### src/rtl/ser_pkg.sv
// rtl/ser_pkg.sv - shared constants and state type for the serial link
package ser_pkg;

    localparam int unsigned SER_WIDTH     = 8;
    localparam logic [7:0]  SER_SYNC_WORD = 8'hA5;

    typedef enum logic {
        HUNT   = 1'b0,
        LOCKED = 1'b1
    } ser_state_t;

endpackage

### src/rtl/ser_deserializer.sv
// rtl/ser_deserializer.sv - LSB-first serial receiver with sync-word alignment
module ser_deserializer
    import ser_pkg::*;
#(
    parameter int unsigned      WIDTH     = SER_WIDTH,
    parameter logic [WIDTH-1:0] SYNC_WORD = SER_SYNC_WORD
) (
    input  logic             clock_ser,
    input  logic             reset,
    input  logic             enable,
    input  logic             data_in,
    input  logic             resync,
    input  logic             data_ready,
    output logic [WIDTH-1:0] data_out,
    output logic             data_valid,
    output logic             locked,
    output logic             overrun
);

    localparam int unsigned      CNT_W    = (WIDTH > 1) ? $clog2(WIDTH) : 1;
    localparam logic [CNT_W-1:0] LAST_CNT = CNT_W'(WIDTH - 1);

    ser_state_t       state;
    logic [CNT_W-1:0] bit_cnt;
    logic [WIDTH-1:0] win;
    logic [WIDTH-1:0] nxt;
    logic             byte_done;

    assign nxt       = {data_in, win[WIDTH-1:1]};
    // A resync on the completing edge abandons that frame along with the lock.
    assign byte_done = enable && !resync && (state == LOCKED) && (bit_cnt == LAST_CNT);
    assign locked    = (state == LOCKED);

    always_ff @(posedge clock_ser or negedge reset) begin
        if (!reset) begin
            state   <= HUNT;
            bit_cnt <= '0;
            win     <= '0;
        end else begin
            if (enable) begin
                win <= nxt;
            end
            if (resync) begin
                state   <= HUNT;
                bit_cnt <= '0;
            end else if (enable) begin
                case (state)
                    HUNT: begin
                        if (nxt == SYNC_WORD) begin
                            state   <= LOCKED;
                            bit_cnt <= '0;
                        end
                    end
                    LOCKED: begin
                        bit_cnt <= (bit_cnt == LAST_CNT) ? '0 : bit_cnt + 1'b1;
                    end
                    default: state <= HUNT;
                endcase
            end
        end
    end

    always_ff @(posedge clock_ser or negedge reset) begin
        if (!reset) begin
            data_out   <= '0;
            data_valid <= 1'b0;
            overrun    <= 1'b0;
        end else begin
            if (resync) begin
                overrun <= 1'b0;
            end
            if (byte_done) begin
                if (!data_valid || data_ready) begin
                    data_out   <= nxt;
                    data_valid <= 1'b1;
                end else begin
                    overrun <= 1'b1;
                end
            end else if (data_valid && data_ready) begin
                data_valid <= 1'b0;
            end
        end
    end

endmodule
### config.mk
export PLATFORM = sky130hd
export DESIGN_NAME = ser_deserializer
export DESIGN_NICKNAME = d
export VERILOG_FILES = /design/src/rtl/ser_pkg.sv /design/src/rtl/ser_deserializer.sv
export SDC_FILE = /design/constraint.sdc
export NUM_CORES = 1
export LEC_CHECK = 0
export ABC_AREA = 1
export CAP_MARGIN = 15
export CORE_MARGIN = 1.5
export CORE_UTILIZATION = 40
export CTS_BUF_LIST = sky130_fd_sc_hd__clkbuf_2 sky130_fd_sc_hd__clkbuf_4 sky130_fd_sc_hd__clkbuf_8
export DETAILED_ROUTE_END_ITERATION = 10
export SKIP_LAST_GASP = 1
export SYNTH_ARGS = -nofsm -noshare
export SYNTH_HDL_FRONTEND = slang
export SYNTH_SLANG_ARGS = --single-unit
### constraint.sdc
create_clock -name clock_ser -period 2.5 [get_ports clock_ser]
set_clock_uncertainty 0.15 [all_clocks]
set_input_delay 0.375 -clock clock_ser [delete_from_list [all_inputs] [get_ports clock_ser]]
set_output_delay 0.375 -clock clock_ser [all_outputs]
set_load 0.03 [all_outputs]
**Word level (Yosys, flattened, before mapping)**

Index checks and enable logic that the tools add are counted.

- Register bits: 22
- Input port bits: 6
- Output and inout port bits: 11
- Logic and storage cells: 39

- Add/subtract/negate cells: 1
- Eq/ne operators: 4
- Mux-type cells: 15
- Bitwise operators: 1
- Reduce and logical (&&, ||, !) cells: 12

Operator list:

| cell | number |
|---|---|
| 3-bit two-way mux | 4 |
| 1-bit two-way mux | 10 |
| 8-bit == test, second input constant | 1 |
| 3-bit case mux with 2 select lines | 1 |
| 2-bit AND reduction | 3 |
| 1-bit logical AND | 4 |
| 2-bit nonzero test | 2 |
| 3-bit by 1-bit adder with 3-bit output, second input constant | 1 |
| 3-bit == test, second input constant | 1 |
| 3-bit != test, second input constant | 1 |
| 1-bit zero test | 2 |
| 2-bit by 1-bit != test with 1-bit output, second input constant | 1 |
| 1-bit logical OR | 1 |
| 1-bit inverter | 1 |

**Depth between registers and ports, before layout**

Gate-level depths: netlist (run 1).

- Depth after elaboration: 6
- Mapped depth: 8
- Depth with buffers taken out: 8

**Least setup slack after synthesis (run 1)**

No wires, ideal clock.

- Kind: reg2reg
- Start point: register bit_cnt[0]
- End point: register data_out[0]
- Arrival: 1.179 ns
- Data required time: 2.232 ns
- Slack: 1.054 ns
- Stages on the path, launching flop included: 9
- Path buffers: 1
- Cells stage by stage: dfrtp_1 -> ha_1 -> ha_1 -> nand2_2 -> nor2_4 -> nand2_4 -> buf_6 -> nand2_2 -> o21ai_2

- Word-level cells in the longest chain between the ends: 3

Ends and longest elaborated chain:

| item | line | RTL |
|---|---|---|
| start, declared | ser_deserializer.sv:24 | `logic [CNT_W-1:0] bit_cnt;` |
| start signal, assigned | ser_deserializer.sv:55 | `bit_cnt <= (bit_cnt == LAST_CNT) ? '0 : bit_cnt + 1'b1;` |
| 3-bit == test | ser_deserializer.sv:31 | `assign byte_done = enable && !resync && (state == LOCKED) && (bit_cnt == LAST_CNT);` |
| 1-bit logical AND | ser_deserializer.sv:31 |  |
| 2-bit AND reduction (no line) | - |  |
| end signal, assigned | ser_deserializer.sv:74 | `data_out <= nxt;` |
| end, declared | ser_deserializer.sv:14 | `output logic [WIDTH-1:0] data_out,` |

No other way between the ends.
A chain may end at the register's enable or synchronous reset.

**Worst setup path in the final report (run 1)**

- Start point: register state (netlist: locked)
- End point: output locked

RTL lines:

| item | line | RTL |
|---|---|---|
| start, declared | ser_deserializer.sv:23 | `ser_state_t state;` |
| start signal, assigned | ser_deserializer.sv:36 | `state <= HUNT;` |
| start signal, assigned | ser_deserializer.sv:44 | `state <= HUNT;` |
| start signal, assigned | ser_deserializer.sv:50 | `state <= LOCKED;` |
| end, declared | ser_deserializer.sv:16 | `output logic locked,` |

No word-level cell between the ends.

==> results of run 1 <==
[layout make-up]
cell class / count / area [um^2] / area share, %
repair buffers: 18 / 175.2 / 15.37
clock inverters: 1 / 5.005 / 0.4391
inverters: 9 / 33.78 / 2.964
clock buffers: 3 / 22.52 / 1.976
flip-flops and latches: 21 / 525.5 / 46.10
well taps: 28 / 35.03 / 3.074
multi-input cells: 64 / 342.8 / 30.08
[logic make-up after synthesis]
logic type	Yosys count	synth area share [%]
simple gates	46	22.57
flops	21	56.76
compound gates	16	11.76
buf+inv	12	6.216
fa+ha+maj	2	2.702
[per-layer routing]
metal | GRT usage (%) | wire, um | vias to the layer above
met5 | 0 | 0 | -
met4 | 4.054 | 14 | 0
met2 | 22.94 | 669 | 12
met3 | 2.632 | 54 | 2
li1 | - | - | 351
met1 | 19.77 | 828 | 318
[per-stage QoR]
step	power (mW)	area, um^2	std cells	hold WS, ns	util (%)
5_1_grt	0.6590	1140	144	0.2911	52.03
6_report	0.6278	1140	144	0.2615	52.03
3_5_place_dp	0.4728	1112	140	0.3174	50.77
4_1_cts	0.6346	1140	144	0.2642	52.03
3_3_place_gp	0.4722	1112	140	0.3112	50.77
2_1_floorplan	0.4337	925.9	97	-0.07059	-
[worst max-delay path by stage]
stage,start,end,slack (ns),cells past startpoint
detailed placement,enable,data_out[2]$_DFFE_PN0P_,0.74,6
global placement,enable,data_out[4]$_DFFE_PN0P_,0.77,6
floorplan,bit_cnt[0]$_DFFE_PN0P_,data_out[0]$_DFFE_PN0P_,1.05,8
finish,locked$_DFFE_PN0P_,locked,0.50,1
CTS,locked$_DFFE_PN0P_,locked,0.49,1
global route,locked$_DFFE_PN0P_,locked,0.45,1
[power breakdown]
group / switching, mW / leakage, nW / internal [mW] / total, mW
sequential: 0.0127 / 0.276 / 0.361 / 0.373
clock: 0.103 / 0.0177 / 0.0594 / 0.163
combinational: 0.0564 / 0.257 / 0.0353 / 0.0917
total: 0.172 / 0.552 / 0.455 / 0.628
[flip-flops by register name (all words and copies together), names as in the netlist]
signal / cells
overrun: 1
data_out: 8
locked: 1
win: 7
data_valid: 1
bit_cnt: 3
[Yosys cell counts]
library cell | count | area, um^2
buf_2 | 1 | 5.000
buf_4 | 1 | 7.510
buf_6 | 1 | 11.26
dfrtp_1 | 21 | 525.5
ha_1 | 2 | 25.02
inv_1 | 5 | 18.77
inv_2 | 4 | 15.01
nand2_1 | 31 | 116.4
nand2_2 | 4 | 25.02
nand2_4 | 1 | 11.26
nand3_1 | 2 | 10.01
nand4_1 | 2 | 12.51
nor2_1 | 3 | 11.26
nor2_4 | 1 | 11.26
nor3_1 | 1 | 5.000
o21ai_0 | 4 | 20.02
o21ai_1 | 4 | 20.02
o21ai_2 | 7 | 61.31
o31ai_1 | 1 | 7.510
or2_1 | 1 | 6.260
==> run metrics, run 1 <==
min cycle time layout between 2 and 2.5 ns; synthesized instance count 97; count of state elements after synthesis 21; Setup Crit Path Kind flip-flop to primary output; RSZ-0062 raised after global routing false; R2R Path End data_out[2]$_DFFE_PN0P_; num rows 17; Post-CTS Setup Bufs 0; commonest non-fill, non-tap cell in the layout nand2_1; share of cells above drive strength 1 between 15 and 20%; CTS Buffer Depth 2; Worst Path Required 1.98 ns; Setup WS post-layout between 0.4 and 0.5 ns; DRT Wirelength around 1.6 mm; CP Capture Type primary output; Setup Slack @ Placement around 0.74 ns; period utilization about four fifths; CP max stage cell clkdlybuf4s50_1; # IOs 17; post-synthesis sequential area ratio 56.76%; Core ar. between 2000 and 2500 um^2; slowest stage delay, CP between 0.7 and 0.8 ns; Wirelength per Cell about 11 um; highest-count cells in the layout ignoring fill and taps nand2_1 (31), dfrtp_1 (21), clkdlybuf4s50_1 (16); Initial DRC Count 17; R2R cell count 7; IO buf count 16; critical path arrival around 1.5 ns; setup_tns 0 ns; htree depth 1; Fillers around 200; DRC viols 0; CTS Hold Bufs 0; DIE AREA approximately 2600 um^2; Crit path max-delay family buffers and inverters; Die H just over 50 um; CTS Buf Count 3; Fin. Hold Viols 0; antenna violations before repair 0; number of library cell types mapped by synthesis 20; gr ovfl total 0; maximum clock frequency 499.1 MHz; Final GP Congestion 0.7445; pin count of the biggest net entering global routing 22; area delta synth->final 23.11%; Initial Utilization between 40% and 50%; final antenna-violating net count 0; crit-path max FO 6; critical-path cell list clkdlybuf4s50_1; Sink Count 21; setup slack, reg-to-reg ~0.98 ns; worst rel slew slack roughly four fifths; r2r startpoint bit_cnt[0]$_DFFE_PN0P_; DP HPWL 1.153 mm; Max-Cap Viols 0; # setup viols final 0; leakage between 0.5 and 0.6 nW; status complete, no violations; YS warnings 0; clock-pin slew on the worst setup and hold paths around 0.12 ns; synthesized cell area between 900 and 1000 um^2; clk_lat worst skew a little under 0.3 ns; max-slew violations 0; CTS resizes 0; Worst Hold Class primary input to asynchronous set/reset pin; DR vias between 600 and 700; Critical path buffers and inverters 1; all-layer global routing usage between 10% and 20%; number of global-route vias before repair between 600 and 700; Worst Tran Pin Value slightly above 0.3 ns; Cell Pwr Density between 500 and 600 nW/um^2; global-route wire length before repair between 2 and 3 mm; syn_area_per_cell between 9 and 10 um^2; Via density 4.743; ant diodes 0; TritonCTS clock tree done; clk root buf clkbuf_4; Chip Width 51.11 um; Nets around 130; CP Launch Type flip-flop; worst vdd ir 489.0 uV; syn nets approximately 110; drt first pass iters 4
(Power assumes the default switching activity.)
==> run 2: changes to the inputs <==
==> constraint.sdc (replaced) <==
create_clock -name clock_ser -period 2 [get_ports clock_ser]
set_clock_uncertainty 0.15 [all_clocks]
set_input_delay 0.3 -clock clock_ser [delete_from_list [all_inputs] [get_ports clock_ser]]
set_output_delay 0.3 -clock clock_ser [all_outputs]
set_load 0.03 [all_outputs]
==> results of run 2 <==
The final DEF is identical to that of run 1. Status: complete, no violations.
Main changes from that run: final weighted congestion in routability-driven placement 0.7445 -> 0.7443; setup slack after placement 0.7436 ns -> 0.3186 ns; setup slack after layout 0.4964 ns -> 0.07139 ns; hold slack 0.2615 ns -> 0.1865 ns; register-to-register setup slack 0.98 ns -> 0.48 ns; total power 0.6278 mW -> 0.7847 mW; worst IR drop on VDD 489.0 uV -> 611.3 uV
==> run 3: changes to the inputs <==
--- a/config.mk
+++ b/config.mk
@@ -7,11 +7,15 @@
 export LEC_CHECK = 0
 export ABC_AREA = 1
 export CAP_MARGIN = 15
+export CELL_PAD_IN_SITES_DETAIL_PLACEMENT = 0
+export CELL_PAD_IN_SITES_GLOBAL_PLACEMENT = 1
 export CORE_MARGIN = 1.5
 export CORE_UTILIZATION = 40
 export CTS_BUF_LIST = sky130_fd_sc_hd__clkbuf_2 sky130_fd_sc_hd__clkbuf_4 sky130_fd_sc_hd__clkbuf_8
 export DETAILED_ROUTE_END_ITERATION = 10
+export PLACE_DENSITY = 0.77
 export SKIP_LAST_GASP = 1
 export SYNTH_ARGS = -nofsm -noshare
 export SYNTH_HDL_FRONTEND = slang
 export SYNTH_SLANG_ARGS = --single-unit
+export TNS_END_PERCENT = 1
==> run metrics, run 3 (synthesis gave the netlist of run 1 again) <==
Wirelength per Cell 11.73 um; Largest register FFs 8; status complete, no violations; DRC viols 0; # IOs 17; Worst Hold Class primary input to asynchronous set/reset pin; clk_lat worst skew 0.31 ns; Initial DRC Count 7; final instance area 1142 um^2; critical-path cell list clkdlybuf4s50_1; Setup Slack @ Placement just over 0.3 ns; hold slack approximately 0.16 ns; antenna violations before repair 0; clock-pin slew on the worst setup and hold paths about 0.12 ns; CTS Hold Bufs 0; Die H roughly 51 um; final antenna-violating net count 0; leakage approximately 0.57 nW; global-route wire length before repair approximately 3 mm; final std cells w/o fill roughly 140; drt first pass iters 4; post-layout util between 50% and 60%; period utilization a little over 90%; share of cells above drive strength 1 between 10% and 20%; DP HPWL between 1 and 1.5 mm; Via density 4.833; DR vias a little under 700; biggest regs data_out: 8 flops, win: 7 flops, bit_cnt: 3 flops; CTS Buffer Depth 2; IO buf count 16; setup_tns 0 ns; worst rel slew slack roughly 80%; max-slew violations 0; Critical path buffers and inverters 1; maximum clock frequency between 500 and 600 MHz; RSZ-0062 raised after global routing false; CP max stage cell clkdlybuf4s50_1; most flop-heavy register data_out; pin count of the biggest net entering global routing 22; Core ar. ~2200 um^2; # setup viols final 0; CP Launch Type flip-flop; Max-Cap Viols 0; critical path arrival 1.39 ns; post-placement cell count 140; CTS Buf Count 3; DIE AREA roughly 2600 um^2; ant diodes 0; commonest non-fill, non-tap cell in the layout nand2_1; Fin. Hold Viols 0; clk root buf clkbuf_4; Nets 125; Crit path max-delay family buffers and inverters; Cell Pwr Density ~690 nW/um^2; Initial Utilization about 42%; Chip Width 51.11 um; highest-count cells in the layout ignoring fill and taps nand2_1 (31), dfrtp_1 (21), clkdlybuf4s50_1 (15); Fillers 218; DRT Wirelength 1.689 mm; num rows 17; Worst Path Required 1.55 ns; area delta synth->final 23.38%; all-layer global routing usage 15.94%; htree depth 1; Final Power ~0.79 mW; Sink Count 21; gr ovfl total 0; worst vdd ir ~450 uV; Final GP Congestion between 0.7 and 0.8; TritonCTS clock tree done; Worst Tran Pin Value slightly above 0.3 ns; setup slack, reg-to-reg ~0.46 ns; CTS resizes 0; slowest stage delay, CP 0.69 ns; DP Area 1112 um^2; crit-path max FO 2; CP Capture Type primary output; Setup Crit Path Kind flip-flop to primary output; min cycle time layout approximately 1.8 ns; Setup WS post-layout between 0.15 and 0.2 ns; Post-CTS Setup Bufs 0; number of global-route vias before repair around 700
## run 3: changes by cell type in the layout (fill, tap and decap cells not counted), sizes merged
cell,previous run,this run
clkdlybuf4s50,16,15
dlymetal6s2s,0,1
## run 3: final timing paths
check                                        start                 endpoint  depth (start not counted)
setup / recovery           data_out[0]$_DFFE_PN0P_              data_out[0]                          1
hold / removal                               reset  data_out[4]$_DFFE_PN0P_                          2
setup reg to reg            bit_cnt[0]$_DFFE_PN0P_  data_out[3]$_DFFE_PN0P_                          7
hold reg to reg            data_out[7]$_DFFE_PN0P_  data_out[7]$_DFFE_PN0P_                          2
max in group asynchronous                    reset       win[5]$_DFFE_PN0P_                          2
min in group clock_ser     data_out[7]$_DFFE_PN0P_  data_out[7]$_DFFE_PN0P_                          2
## run 3: area by class of cell
type / instances / area, um^2 / area share [%]
flip-flops and latches: 21 / 525.5 / 46.00
repair buffers: 18 / 177.7 / 15.55
clock inverters: 1 / 5.005 / 0.4381
multi-input cells: 64 / 342.8 / 30.01
inverters: 9 / 33.78 / 2.957
clock buffers: 3 / 22.52 / 1.972
well taps: 28 / 35.03 / 3.067
## run 3: routing by layer
metal / wire [um] / vias up / track usage [%]
li1: - / 347 / -
met1: 773 / 328 / 18.67
met2: 780 / 16 / 25.11
met3: 74 / 5 / 3.801
met4: 60 / 0 / 12.16
met5: 0 / - / 0
## run 3: power by group
group / leakage, nW / switching (mW) / total, mW / internal [mW]
clock: 0.0177 / 0.137 / 0.211 / 0.0749
sequential: 0.276 / 0.0165 / 0.467 / 0.451
combinational: 0.276 / 0.0707 / 0.115 / 0.0441
==> variant (settings of run 2) <==
The package constant `SER_WIDTH` goes from 8 to 16.
--- a/src/rtl/ser_pkg.sv
+++ b/src/rtl/ser_pkg.sv
@@ -1,7 +1,7 @@
 // rtl/ser_pkg.sv - shared constants and state type for the serial link
 package ser_pkg;
 
-    localparam int unsigned SER_WIDTH     = 8;
+    localparam int unsigned SER_WIDTH     = 16;
     localparam logic [7:0]  SER_SYNC_WORD = 8'hA5;
 
     typedef enum logic {
Ports: changed (resized data_out); port bits go from 17 to 25. No check against the original RTL was run, so the function may have changed too.
==> variant against run 2 <==
Sequential power grew 82%. Power grew 88%. Clock power grew 150%. Global-route usage grew 1.1 points. Worst setup slack gained 0.088 ns. Wire length grew 79%. First-iteration DRC count grew to 4.3 times the old value. Synthesized area grew 80%. Sequential cell count grew 17. Cell area grew 78%. Non-clock buffer count grew 10. Worst hold slack gained 0.14 ns.
==> variant: results (changes against run 2) <==
Yosys
  • Post-synthesis cell count: 182 (was 97)
  • Top cells by area, synth: sky130_fd_sc_hd__dfrtp_1, sky130_fd_sc_hd__nand2_1, sky130_fd_sc_hd__o21ai_2 (unchanged)
  • Top post-synthesis cells by count: sky130_fd_sc_hd__nand2_1, sky130_fd_sc_hd__dfrtp_1, sky130_fd_sc_hd__inv_1 (was sky130_fd_sc_hd__nand2_1, sky130_fd_sc_hd__dfrtp_1, sky130_fd_sc_hd__o21ai_2)
  • Part of the Yosys area used for sequential elements: 57.1% (was 56.8%)

Placed design
  • DPL Wire Length: 2030 microns (was 1150 microns)
  • Post-Place Worst Slack: 0.0539 ns (was 0.319 ns)
  • Number of placed instances, taps included: 253 (was 140)
  • Post-DP Area: 1940 sq um (was 1110 sq um)
  • Buffers added on ports: 24 (was 16)

Final layout
  • Number of standard cells in the layout, taps in and fillers out: 261 (was 144)
  • Nets: 218 (was 125)
  • Top Registers: data_out (16), win (15), bit_cnt (4) (was data_out (8), win (7), bit_cnt (3))
  • Number of filler cells placed in the layout: 382 (was 202)

Global routing
  • Total routing usage reported by global routing: 15.4% (was 14.3%)
  • Maximum number of pins on one net before global-route repair: 39 (was 22)

Clock tree
  • Clock-pin slew of the registers on the worst-case setup and hold paths: 0.07 ns (was 0.12 ns)
  • CTS Buf Count: 5 (was 3)
  • Hold-fix buffers at CTS: 1 (was 0)
  • Buffer type at the clock tree root: sky130_fd_sc_hd__clkbuf_8 (was sky130_fd_sc_hd__clkbuf_4)

Routing
  • Total length of routed wires: 2800 microns (was 1570 microns)
  • Via density per instance: 4.66 (was 4.74)
  • Initial DRC count: 73 (was 17)

Worst setup path
  • Worst-path fanout max: 5 (was 6)

Outcome
  • Result of the run: finished clean (unchanged)

Power and ir drop
  • Max IR drop VDD: 0.533 mV (was 0.611 mV)
  • Clock group power: 502 uW (was 203 uW)
## variant: cell types whose count changed after synthesis, sizes merged, moves of 3 or more
cell,change
nand2,+25
dfrtp,+17
o21ai,+16
inv,+13
nor2,+8
nand3,+5
clkbuf,+3
## variant: final cells by class
cell class	instances	area [sq um]	area share, %
Sequential cell	38	951	46.7
Tap cell	50	62.6	3.08
Multi-Input combinational cell	116	587	28.8
Inverter	22	82.6	4.06
Clock buffer	7	83.8	4.12
Timing Repair Buffer	28	268	13.2
## variant: final timing paths
| path | from | end | slack (ns) | cells after the start |
|---|---|---|---|---|
| max | locked | locked | 0.16 | 1 |
| min | data_out[15] | data_out[15] | 0.32 | 2 |
| max reg2reg | bit_cnt[0] | data_out[8] | 0.19 | 8 |
| min reg2reg | data_out[15] | data_out[15] | 0.32 | 2 |
| max in group asynchronous | reset | data_out[11] | 0.94 | 3 |
| min in group asynchronous | reset | data_out[3] | 0.43 | 3 |
## variant: worst reg2reg max path: stages, from the launching register on
cell and delay [ns]:
sky130_fd_sc_hd__dfrtp_1 0.41, sky130_fd_sc_hd__ha_1 0.20, sky130_fd_sc_hd__nand2_1 0.06, sky130_fd_sc_hd__inv_1 0.08
sky130_fd_sc_hd__nand2_2 0.08, sky130_fd_sc_hd__nor3_4 0.19, sky130_fd_sc_hd__nand2_4 0.28, sky130_fd_sc_hd__nand2_1 0.18
sky130_fd_sc_hd__o21ai_2 0.06
## variant: logic make-up after synthesis
group | Yosys count
and+or+nand+nor | 84
buffers and inverters | 28
adders and majority gates | 1
DFF | 38
AOI/OAI and AO/OA | 31
## variant: per-layer routing
layer	part of all wire, %	track usage, %
met4	2.2	8.42
met1	49	19.7
met5	0	0
met3	3.2	3.50
met2	45	24.1
